[config.mk]
export PLATFORM = sky130hd
export DESIGN_NAME = sync_fifo_param
export DESIGN_NICKNAME = d
export VERILOG_FILES = /design/src/rtl/sync_fifo_param.sv
export SDC_FILE = /design/constraint.sdc
export NUM_CORES = 1
export LEC_CHECK = 0
export CORE_MARGIN = 2
export CORE_UTILIZATION = 55
export CTS_CLUSTER_SIZE = 30
export DETAILED_ROUTE_END_ITERATION = 7
export PLACE_DENSITY = 0.75
export SETUP_SLACK_MARGIN = 0.15
export SYNTH_ARGS = -nofsm -noshare
export SYNTH_HDL_FRONTEND = slang
export SYNTH_SLANG_ARGS = --single-unit
export TNS_END_PERCENT = 10
[constraint.sdc]
create_clock -name clk -period 7.6 [get_ports clk]
set_input_delay 1.52 -clock clk [delete_from_list [all_inputs] [get_ports clk]]
set_output_delay 1.52 -clock clk [all_outputs]
set_load 0.01 [all_outputs]
[src/rtl/sync_fifo_param.sv]
// Parametrised single-clock FIFO with occupancy count, almost flags and sticky error flags.
// Define FIFO_FWFT_EN for first-word-fall-through reads; default is a registered 1-cycle read.
module sync_fifo_param #(
  parameter int DATA_W    = 8,
  parameter int ADDR_W    = 4,
  parameter int AF_THRESH = 14,
  parameter int AE_THRESH = 2
) (
  input  logic              clk,
  input  logic              rst,
  input  logic              W_en,
  input  logic              R_en,
  input  logic [DATA_W-1:0] W_data,
  output logic [DATA_W-1:0] R_data,
  output logic              Empty,
  output logic              Full,
  output logic              Almost_full,
  output logic              Almost_empty,
  output logic [ADDR_W:0]   Count,
  output logic              Overflow,
  output logic              Underflow,
  output logic [ADDR_W:0]   W_Ptr,
  output logic [ADDR_W:0]   R_Ptr
);

  localparam int DEPTH = 1 << ADDR_W;
  localparam logic [ADDR_W:0] DEPTH_C = {1'b1, {ADDR_W{1'b0}}};
  localparam logic [ADDR_W:0] AF_C    = AF_THRESH[ADDR_W:0];
  localparam logic [ADDR_W:0] AE_C    = AE_THRESH[ADDR_W:0];

  logic [DATA_W-1:0] mem_q [DEPTH];
  logic [ADDR_W:0]   wptr_q, wptr_d;
  logic [ADDR_W:0]   rptr_q, rptr_d;
  logic [ADDR_W:0]   count_q, count_d;
  logic              ovf_q, ovf_d;
  logic              unf_q, unf_d;
  logic              rd_acc, wr_acc;

  assign Empty        = (count_q == '0);
  assign Full         = (count_q == DEPTH_C);
  assign Almost_full  = (count_q >= AF_C);
  assign Almost_empty = (count_q <= AE_C);
  assign Count        = count_q;
  assign Overflow     = ovf_q;
  assign Underflow    = unf_q;
  assign W_Ptr        = wptr_q;
  assign R_Ptr        = rptr_q;

  // A read frees a slot in the same edge, so a full FIFO still takes a paired write.
  always_comb begin
    rd_acc  = R_en && !Empty;
    wr_acc  = W_en && (!Full || rd_acc);
    wptr_d  = wptr_q;
    rptr_d  = rptr_q;
    count_d = count_q;
    if (wr_acc) wptr_d = wptr_q + 1'b1;
    if (rd_acc) rptr_d = rptr_q + 1'b1;
    if (wr_acc && !rd_acc) count_d = count_q + 1'b1;
    if (rd_acc && !wr_acc) count_d = count_q - 1'b1;
    ovf_d = ovf_q | (W_en && !wr_acc);
    unf_d = unf_q | (R_en && !rd_acc);
  end

  always_ff @(posedge clk) begin
    if (rst) begin
      wptr_q  <= '0;
      rptr_q  <= '0;
      count_q <= '0;
      ovf_q   <= 1'b0;
      unf_q   <= 1'b0;
    end else begin
      wptr_q  <= wptr_d;
      rptr_q  <= rptr_d;
      count_q <= count_d;
      ovf_q   <= ovf_d;
      unf_q   <= unf_d;
    end
  end

  always_ff @(posedge clk) begin
    if (!rst && wr_acc) mem_q[wptr_q[ADDR_W-1:0]] <= W_data;
  end

`ifdef FIFO_FWFT_EN
  assign R_data = Empty ? '0 : mem_q[rptr_q[ADDR_W-1:0]];
`else
  logic [DATA_W-1:0] rdata_q;

  always_ff @(posedge clk) begin
    if (rst)         rdata_q <= '0;
    else if (rd_acc) rdata_q <= mem_q[rptr_q[ADDR_W-1:0]];
  end

  assign R_data = rdata_q;
`endif

endmodule

[Yosys cells after proc, flatten, opt, wreduce, memory -nomap -nowiden]
Memory sizes are Yosys's and may differ from the RTL's. A register that Yosys moved wholly into a read port is not among the register bits.
Cells that the tools add are included.
Cells by class
  eq/ne operators: 1
  $add $sub $neg: 4
  multiplexer cells: 4
  reductions and logical operators: 15
  $lt $le $gt $ge: 2
  bitwise gates (word level): 2
Operators with widths (number)
  $add 5x1->5 const B: 3
  $mux 5: 2
  $logic_and 1x1->1: 7
  $eq 5x5->1 const B: 1
  $ge 5x4->1 const B: 1
  $le 5x2->1 const B: 1
  $logic_not 1->1: 5
  $logic_not 5->1: 1
  $sub 5x1->5 const B: 1
  $mux 1: 2
  $or 1x1->1: 2
  $reduce_bool 2->1: 1
  $logic_or 1x1->1: 1
Storage, ports and cells
  memories: 1
  bits in writable memories: 128
  register bits after elaboration: 17
  output and inout port bits: 29
  word-level logic and storage cells: 34
  input bits: 12
Memories
  mem_q: depth 16, width 8, rd ports 1, clocked after memory_dff 1, wr ports 1, line 31  | logic [DATA_W-1:0] mem_q [DEPTH];

[Longest topological paths before layout]
Gate-level depths: netlist (run 1).
  depth in word-level cells: 8
  gate-level depth with buffers: 10
  mapped depth without buffers: 9

[Worst setup path before layout (run 1)]
No wires, ideal clock.
  kind: input-to-reg
  start point: in R_en
  end point: reg count_q[4] (netlist: Count[4])
  setup time: 0.095 ns
  stages: 9
  data arrival time: 3.319 ns
  slack: 4.186 ns
  required time: 7.505 ns
  buffers on the path: 1
  cells stage by stage: buf_2 > o21ai_2 > nor2_1 > inv_1 > fa_1 > nand2b_1 > a21oi_1 > a31oi_1 > a221oi_1
Between the ends
  longest elaborated chain between the ends: 6
  elaborated cells on any way between the ends: 9
  those cells by class: mux: 1; reduce/logical: 8
Ends and longest elaborated chain
  start: declaration: line 12  | input logic R_en,
  $logic_and 1x1->1 (*): line 51  | rd_acc = R_en && !Empty;
  $logic_or 1x1->1: line 52  | wr_acc = W_en && (!Full || rd_acc);
  $logic_and 1x1->1: line 52
  $logic_not 1->1: line 59  | if (rd_acc && !wr_acc) count_d = count_q - 1'b1;
  $logic_and 1x1->1: line 59
  $mux 5 or $reduce_bool 2->1 (tied branches)
  end signal: assignment: line 74  | count_q <= count_d;
  end: declaration: line 34  | logic [ADDR_W:0] count_q, count_d;
Every way passes the cells marked *; elsewhere a longest branch is shown, timed or not.
A chain may end at the register's enable or synchronous reset.

[Worst setup path after layout (run 1)]
  start point: in R_en
  end point: mem mem_q[1][4], enable pin
Between the ends
  longest elaborated chain between the ends: 6
Ends and longest elaborated chain
  $logic_and 1x1->1: line 51
  $logic_or 1x1->1: line 52
  $logic_and 1x1->1: line 52
  $logic_and 1x1->1: line 81  | if (!rst && wr_acc) mem_q[wptr_q[ADDR_W-1:0]] <= W_data;
  $mux 1: line 81
  $mux 1 (implied by the code): line 81
  end: declaration: line 31
Every way passes these cells.

==> reports/metrics.cfg, run 1 <==
[timing]
setup_tns_ps=0
hold_violations=0
worst_pin_slew_ps=1180
period_share_pct=53.9
maxSlewViolCount=0
rsz0062_at_grt=false
setup_violations=0
max_freq_mhz=244
fin_ws_ps=3500
fin_skew_ps=8.78
max-slew-margin-rel_pct=20.8
min_period_ps=4100

[drt]
dr.pass1.iters=5
wirelength_um=12500
drt_iter0_drc=411
via_count=3475
post_drt_wl_per_cell_um=21.5
drc_errors=0
routed_via_density=5.99
ant_nets=0

[place]
io_buffers=40
routabilityCongestion=0.852
dpl_worst_slack_ps=3090
hpwl_um=8250

[die]
fp-row-count=38
die_h_um=111
core_region_area_sq_um=11000
start_util_pct=57.1
io_pins=41
die_area_sq_um=12300
die_w_um=111

[synth]
synth.top_cell.area_share_pct=61.3
syn_nets=405
synthMuxAreaShare_pct=12.9
seq_area_frac_synth_pct=69.3
synth_cell_type_count=44
synth-edff-count=128
syn_area_per_cell_sq_um=16.3
synth_xor_area_share_pct=1.12
async_flop_share_pct=0
synth-simple-area-share_pct=6.13
yosys_register_bits=153
syn-cell-area_sq_um=6270
synth-adder-area-share_pct=1.92
synthFlopType=edfxtp_1
synth_top_family_by_area=multiplexers
synth_top_cell_by_area=edfxtp_1
synth_compound_area_share_pct=6.61
yosysWarningCount=0
syn_inst=384
yosys-top-cells-area=edfxtp_1 61%, mux4_2 8.3%, dfxtp_1 8.0%

[global_routing]
grt_overflow=0
grt_pass1_wl_um=19300
grt_max_degree=34
antenna_found_initial=0
grt_pass1_vias=3391
grt_usage_pct=21.3

[critical_path]
critPathRequiredTime_ps=7620
worstReg2RegEnd=Count[4]
cpMaxStageDelayCell=nor3_1
slowest_delay_ps=940
rrSetupSlack_ps=4440
path_class=input port to register
worstPathArrival_ps=4120
end_kind=register
critPathMaxFanout=10
worstRegToRegCells=8
path_cells=clkdlybuf4s50_1, nor2b_1, a211oi_1, nand2_1, nor3_1
critPathLaunchType=input port
rr_startpoint=Count[3]

[run_status]
run_status=finished, final reports clean

[min_path]
hp-start=Overflow
min_path_cells=2
hold_class=register to register
whs_endpoint=Overflow

[power_and_ir_drop]
ir_worst_vdd_v=0.000233
p_per_area_nw_per_um2=321
power_leakage_nw=2.36

[final_layout]
fin_nets=448
layout_commonest_cell=edfxtp_1
n_antenna_cell=0
layout_common_cells=128 x edfxtp_1, 44 x nor2_1, 40 x clkdlybuf4s50_1
drive_above_1_share_pct=15.0
area_growth_pct=17.4

[clock_tree]
htree_num_levels=4
post_cts_buffers=0
cts_buffer_depth=2
root_buffer=clkbuf_16
worstSkewPairLatency_ps=410
cts_buffers=17
clk_pin_slew_worst_paths_ps=60
numClockSinks=153
hold_buffers=0
ctsResizeCount=0
cts_tree=done

[run]
drv_cap=0

cells in the mapped netlist (all sizes together) (2+ instances only):
| cell type | n |
|---|---|
| a21oi | 4 |
| a2111oi | 2 |
| nand3 | 5 |
| nor2 | 45 |
| clkbuf | 10 |
| a21o | 2 |
| mux2i | 22 |
| or4 | 2 |
| o211ai | 3 |
| a31oi | 4 |
| nand2 | 10 |
| a22oi | 7 |
| ha | 8 |
| nor3 | 4 |
| xnor2 | 5 |
| nor2b | 4 |
| inv | 9 |
| buf | 10 |
| edfxtp | 128 |
| a211oi | 18 |
| nand2b | 7 |
| mux2 | 4 |
| a2bb2oi | 2 |
| o22ai | 7 |
| xor2 | 3 |
| dfxtp | 25 |
| mux4 | 23 |
| o21ai | 2 |
how the worst max path moves through the flow:
stage	startpoint	to	slack [ps]	cells past startpoint
final	R_en	mem_q[1][4]	3500	5
after CTS	R_en	mem_q[1][6]	3500	5
after global placement	R_en	mem_q[1][5]	3140	5
after global routing	R_en	mem_q[1][4]	3290	5
after floorplan	R_en	Count[4]	4190	9
after detailed placement	R_en	mem_q[1][7]	3090	5
worst max-delay path: cells and delay by family:
kind | cells | cell delay [ps]
AND/OR/NAND/NOR | 3 | 1360
buffers and inverters | 1 | 700
AO/OA/AOI/OAI | 1 | 520
per-stage QoR:
| step | hold slack [ps] | instances | utilization (%) | power (W) | cell area (sq um) |
|---|---|---|---|---|---|
| after floorplan | 501 | 384 | - | 0.00138 | 6270 |
| after global placement | 447 | 548 | 61.7 | 0.00157 | 6780 |
| after detailed placement | 461 | 548 | 61.7 | 0.00158 | 6780 |
| after CTS | 479 | 580 | 67.0 | 0.00237 | 7360 |
| after global routing | 527 | 580 | 67.0 | 0.00246 | 7360 |
| final | 478 | 580 | 67.0 | 0.00236 | 7360 |
cell families after synthesis:
kind of cell / after synthesis
XOR/XNOR: 8
AND/OR/NAND/NOR: 82
adder cells (fa/ha/maj): 9
buffers and inverters: 29
flip-flops: 153
AO/OA/AOI/OAI: 54
multiplexers: 49
cell type report:
type	instances	area, sq um
Sequential cell	153	4350
Fill cell	764	3630
Multi-Input combinational cell	202	1800
Clock buffer	26	543
Timing Repair Buffer	44	430
Tap cell	140	175
Inverter	9	33.8
Clock inverter	6	32.5
report_power, final:
group	internal (W)	leakage, nW	switching [W]
combinational	0.000268	0.719	0.000291
clock	0.000491	0.287	0.000302
sequential	0.000956	1.36	0.0000518
total	0.00172	2.36	0.000645
routing by layer:
layer  up-vias  GRT usage (%)  share of wire [%]
met5         -              0                  0
met4         0           5.50               0.83
met3        11           7.00                8.5
met2       144           31.9                 48
met1      1734           30.4                 43
li1       1586              -                  -
registers in the layout, indices dropped and copies added, names as in the netlist:
register,flops
Count,5
Overflow,1
R_Ptr,5
R_data,8
Underflow,1
W_Ptr,5
mem_q,128
Note: power is estimated with default switching activity, not from simulation.
==> run 2, diff against run 1 <==
==> constraint.sdc (replaced) <==
create_clock -name clk -period 3.9 [get_ports clk]
set_input_delay 0.78 -clock clk [delete_from_list [all_inputs] [get_ports clk]]
set_output_delay 0.78 -clock clk [all_outputs]
set_load 0.01 [all_outputs]
==> run 2 against run 1 <==
Via count up 1.8%. Critical path type is now register to register. Sequential share of layout area shrank 1.6 points. Routed wire length up 2.0%. Cell count is 2.9% higher. Critical endpoint is now Count[4]. First-iteration DRC count shrank 43%. Clock skew is 0.95 ps lower. Critical path depth rose by 3. Design area is 2.9% higher. Clock-buffer cell count is 6 lower. Die area unchanged. Highest routed layer unchanged. Non-clock buffer count is 17 higher.
==> reports/metrics.cfg, run 2 (synthesized netlist as in run 1, its figures left out) <==
[die]
io_pins=41
die_w_um=111
fp-row-count=38
die_area_sq_um=12300
die_h_um=111
start_util_pct=57.1
core_region_area_sq_um=11000

[power_and_ir_drop]
power_leakage_nw=2.48
intPower_w=0.00359
ir_worst_vdd_v=0.000498
p_sw_share_pct=26.2
clkPwrFrac_pct=37.4
pwr-share-comb_pct=21.9
seqPwrFrac_pct=40.7
switching_power_w=0.00127
p_per_area_nw_per_um2=642

[final_layout]
layout_common_cells=128 x edfxtp_1, 44 x nor2_1, 40 x clkdlybuf4s50_1
area_growth_pct=20.7
n_antenna_cell=0
largest_reg_flops=128
layout_commonest_cell=edfxtp_1
drive_above_1_share_pct=18.4
fin_nets=465
final_cells=597

[timing]
setup_tns_ps=0
hold_ws_ps=482
setup_violations=0
period_share_pct=79.3
maxSlewViolCount=0
hold_violations=0
min_period_ps=3090
worst_pin_slew_ps=861
fin_skew_ps=7.83
fin_ws_ps=808
max_freq_mhz=323
max-slew-margin-rel_pct=42.5
rsz0062_at_grt=false

[clock_tree]
cts_buffers=17
cts_buffer_depth=2
hold_buffers=0
htree_num_levels=4
worstSkewPairLatency_ps=420
ctsResizeCount=0
clk_pin_slew_worst_paths_ps=60
root_buffer=clkbuf_16
numClockSinks=153
cts_tree=done
post_cts_buffers=0

[global_routing]
grt_max_degree=31
use_met1_pct=28.6
grt_use_met3_pct=5.19
antenna_found_initial=0
grt_usage_pct=22.2
grt_pass1_vias=3669
grt_pass1_wl_um=20200
grt_overflow=0
grt-busiest-layer=met2
gr-usage-met2_pct=35.9

[critical_path]
end_kind=register
slowest_delay_ps=750
cpMaxStageDelayCell=or4_1
critPathTopFamily=compound AO/OA/AOI/OAI gates
worstPathArrival_ps=3420
critPathLaunchType=register
critPathRequiredTime_ps=4220
path_cells=or4_1, o21ai_2, nor2_1, ha_1, nand2b_1, a21oi_1, a31oi_1, a221oi_1
critPathMaxFanout=10
path_class=register to register
path_buf_inv=0

[run]
drv_cap=0

[drt]
ant_nets=0
drc_errors=0
post_drt_wl_per_cell_um=21.3
wirelength_um=12700
via_count=3538
drt_iter0_drc=236
routed_via_density=5.93
dr.pass1.iters=4

[place]
io_buffers=40
dpl_worst_slack_ps=652
dp_cells=565
routabilityCongestion=0.838
hpwl_um=8160

[min_path]
hold_class=register to register

[run_status]
run_status=finished, final reports clean

-- run 2: cell types whose count changed in the layout (fill, tap and decap cells not counted), sizes merged --
cell,change
buf,+17
clkinv,-3
clkinvlp,+2
bufinv,+6
inv,+1
clkbuf,-6
-- run 2: worst paths after layout --
path | startpoint | end | slack, ps | cells past startpoint
worst max-delay path | Count[2] | Count[4] | 810 | 8
worst max register to register | Count[2] | Count[4] | 810 | 8
worst min register to register | Underflow | Underflow | 480 | 2
worst min-delay path | Underflow | Underflow | 480 | 2
-- run 2: layout make-up --
class	instances	area (sq um)
sequential	153	4350
clock inverter	12	221
timing repair buffer	61	558
tap	140	175
clock buffer	20	437
inverter	9	33.8
multi-input combinational	202	1800
fill	716	3420
-- run 2: per-stage QoR --
| stage | area [sq um] | total power, W | util, % |
|---|---|---|---|
| global route | 7570 | 0.00505 | 68.9 |
| detailed placement | 6910 | 0.00307 | 62.9 |
| floorplan | 6270 | 0.00269 | - |
| global placement | 6910 | 0.00304 | 62.9 |
| CTS | 7570 | 0.00489 | 68.9 |
| finish | 7570 | 0.00486 | 68.9 |
-- run 2: worst min-delay path: cells and delay by family (launching register included) --
kind / cells / cell delay [ps]
DFF: 1 / 330
and+or+nand+nor: 1 / 70
AOI/OAI and AO/OA: 1 / 40
-- run 2: layer usage --
layer / routed length, um / part of all wire [%]
met5: 0 / 0
met4: 209 / 1.6
met3: 663 / 5.2
met2: 6400 / 50
met1: 5450 / 43
-- run 2: power groups by stage --
stage | Combinational, W | Clock, W | Sequential, W
CTS | 0.00107 | 0.00184 | 0.00198
global route | 0.00115 | 0.00191 | 0.00199
global placement | 0.00103 | 0 | 0.00201
floorplan | 0.000701 | 0 | 0.00199
detailed placement | 0.00106 | 0 | 0.00201
finish | 0.00106 | 0.00182 | 0.00198
==> run 3, diff against run 2 <==
--- a/config.mk
+++ b/config.mk
@@ -6,10 +6,10 @@
 export NUM_CORES = 1
 export LEC_CHECK = 0
 export CORE_MARGIN = 2
-export CORE_UTILIZATION = 55
+export CORE_UTILIZATION = 53
 export CTS_CLUSTER_SIZE = 30
 export DETAILED_ROUTE_END_ITERATION = 7
-export PLACE_DENSITY = 0.75
+export PLACE_DENSITY = 0.76
 export SETUP_SLACK_MARGIN = 0.15
 export SYNTH_ARGS = -nofsm -noshare
 export SYNTH_HDL_FRONTEND = slang
==> constraint.sdc (replaced) <==
create_clock -name clk -period 2.59 [get_ports clk]
set_input_delay 0.518 -clock clk [delete_from_list [all_inputs] [get_ports clk]]
set_output_delay 0.518 -clock clk [all_outputs]
set_load 0.01 [all_outputs]
==> run 3 against run 2 <==
Register-to-register slack worse by 630 ps. Critical path depth is 4 lower. Clock power is 39% higher. Combinational power rose by 77%. Sequential power increased by 47%. Via count is 4.5% higher. Clock skew rose by 3.3 ps. Total power grew 51%. Routed wire length is 4.8% higher. Global-route usage rose by 0.50 points. Clock-buffer cell count decreased by 1. Highest routed layer unchanged. Design area grew 1.8%.
==> reports/metrics.cfg, run 3 (synthesized netlist as in run 1, its figures left out) <==
[run_status]
run_status=finished, final reports clean

[clock_tree]
cts_buffers=17
numClockSinks=153
htree_num_levels=4
root_buffer=clkbuf_16
post_cts_buffers=0
worstSkewPairLatency_ps=420
cts_buffer_depth=2
cts_tree=done
hold_buffers=0
clk_pin_slew_worst_paths_ps=60

[drt]
routed_via_density=6.00
via_count=3697
wirelength_um=13300
post_drt_wl_per_cell_um=21.6
dr.pass1.iters=5
drc_errors=0
drt_iter0_drc=356
ant_nets=0

[global_routing]
use_met1_pct=29.2
grt-busiest-layer=met2
grt_max_degree=31
grt_overflow=0
grt_use_met3_pct=7.18
grt_usage_pct=22.7
grt_pass1_wl_um=21000
grt_pass1_vias=3741
antenna_found_initial=0
gr-usage-met2_pct=36.8

[power_and_ir_drop]
seqPwrFrac_pct=39.9
power_leakage_nw=2.55
switching_power_w=0.00199
p_per_area_nw_per_um2=953
pwr-share-comb_pct=25.6
p_sw_share_pct=27.1
intPower_w=0.00535
clkPwrFrac_pct=34.6
ir_worst_vdd_v=0.000819

[critical_path]
critPathMaxFanout=5
path_buf_inv=2
path_class=register to output pin
critPathTopFamily=simple AND/OR/NAND/NOR gates
path_cells=or4_4, buf_4, nor2_1, dlygate4sd2_1
end_kind=output pin
cpMaxStageDelayCell=or4_4
critPathLaunchType=register
critPathRequiredTime_ps=2070
worstPathArrival_ps=1910
slowest_delay_ps=560

[timing]
setup_tns_ps=0
max_freq_mhz=413
rsz0062_at_grt=true
period_share_pct=93.6
setup_violations=0
max-slew-margin-rel_pct=54.8
min_period_ps=2420
hold_violations=0
worst_pin_slew_ps=661
maxSlewViolCount=0
fin_skew_ps=11.1

[die]
die_area_sq_um=12700
io_pins=41
start_util_pct=54.7
die_w_um=113
fp-row-count=39
core_region_area_sq_um=11500
die_h_um=113

[final_layout]
drive_above_1_share_pct=22.6
layout_commonest_cell=edfxtp_1
layout_common_cells=128 x edfxtp_1, 42 x nor2_1, 38 x buf_4
final_util_pct=67.1
n_fill_cell=773
largest_reg_flops=128
final_cells=616
fin_nets=482
area_growth_pct=22.8
n_antenna_cell=0

[run]
drv_cap=0

[min_path]
hold_class=register to register

[place]
hpwl_um=8530
dp_cells=585
routabilityCongestion=0.783
io_buffers=40

run 3: cell count changes in the layout (fill, tap and decap cells not counted), moves of 2 or more:
| cell | change |
|---|---|
| dfxtp_1 | -2 |
| buf_4 | +17 |
| nor2_1 | -2 |
| clkdlybuf4s50_1 | -3 |
| bufinv_16 | -2 |
| dfxtp_2 | +2 |
| clkinv_1 | +2 |
run 3: metrics by stage:
| stage | power, W | worst slack [ps] | instance area, sq um | hold slack, ps |
|---|---|---|---|---|
| finish | 0.00733 | 166 | 7700 | 483 |
| global route | 0.00762 | 84.6 | 7700 | 528 |
| CTS | 0.00734 | 141 | 7680 | 481 |
| detailed placement | 0.00479 | 11.1 | 7060 | 467 |
| global placement | 0.00476 | 4.43 | 7060 | 451 |
| floorplan | 0.00408 | 152 | 6290 | 501 |
run 3: area by class of cell:
type                            count  area (sq um)  area share [%]
Tap cell                          143           179            2.32
Clock inverter                     12           173            2.24
Sequential cell                   153          4350            56.5
Inverter                            9          33.8           0.439
Multi-Input combinational cell    202          1850            24.0
Timing Repair Buffer               78           687            8.92
Clock buffer                       19           433            5.62
run 3: final timing paths:
check	from	depth (start not counted)	to	slack, ps
min reg2reg	Underflow	2	Underflow	480
min	Underflow	2	Underflow	480
max	Count[2]	4	Full	170
max reg2reg	Count[2]	9	Count[4]	180
run 3: worst register-to-register path: stages, from the launching register on:
cell	delay, ps
dfxtp_2	320
or4_4	560
o21ai_4	200
nor2_4	50
buf_4	150
ha_1	330
nor2_2	190
a21oi_4	70
mux2i_2	170
a221oi_1	270
run 3: power by group through the flow:
stage,Sequential (W),Clock (W),Combinational (W)
6_report,0.00292,0.00253,0.00188
5_1_grt,0.00294,0.00267,0.00201
4_1_cts,0.00292,0.00256,0.00186
3_5_place_dp,0.00297,0,0.00183
3_3_place_gp,0.00296,0,0.00180
2_1_floorplan,0.00300,0,0.00108
run 3: what timing repair did:
action / 4_1_cts / 5_1_grt
setup endpoints to repair: 4 / 4
pin swaps: 1 / 1
gates resized for setup: 6 / 4
run 3: layer usage:
layer | vias to the layer above | routed length [um]
li1 | 1661 | -
met1 | 1834 | 5310
met2 | 177 | 6720
met3 | 25 | 1050
met4 | 0 | 243
met5 | - | 0
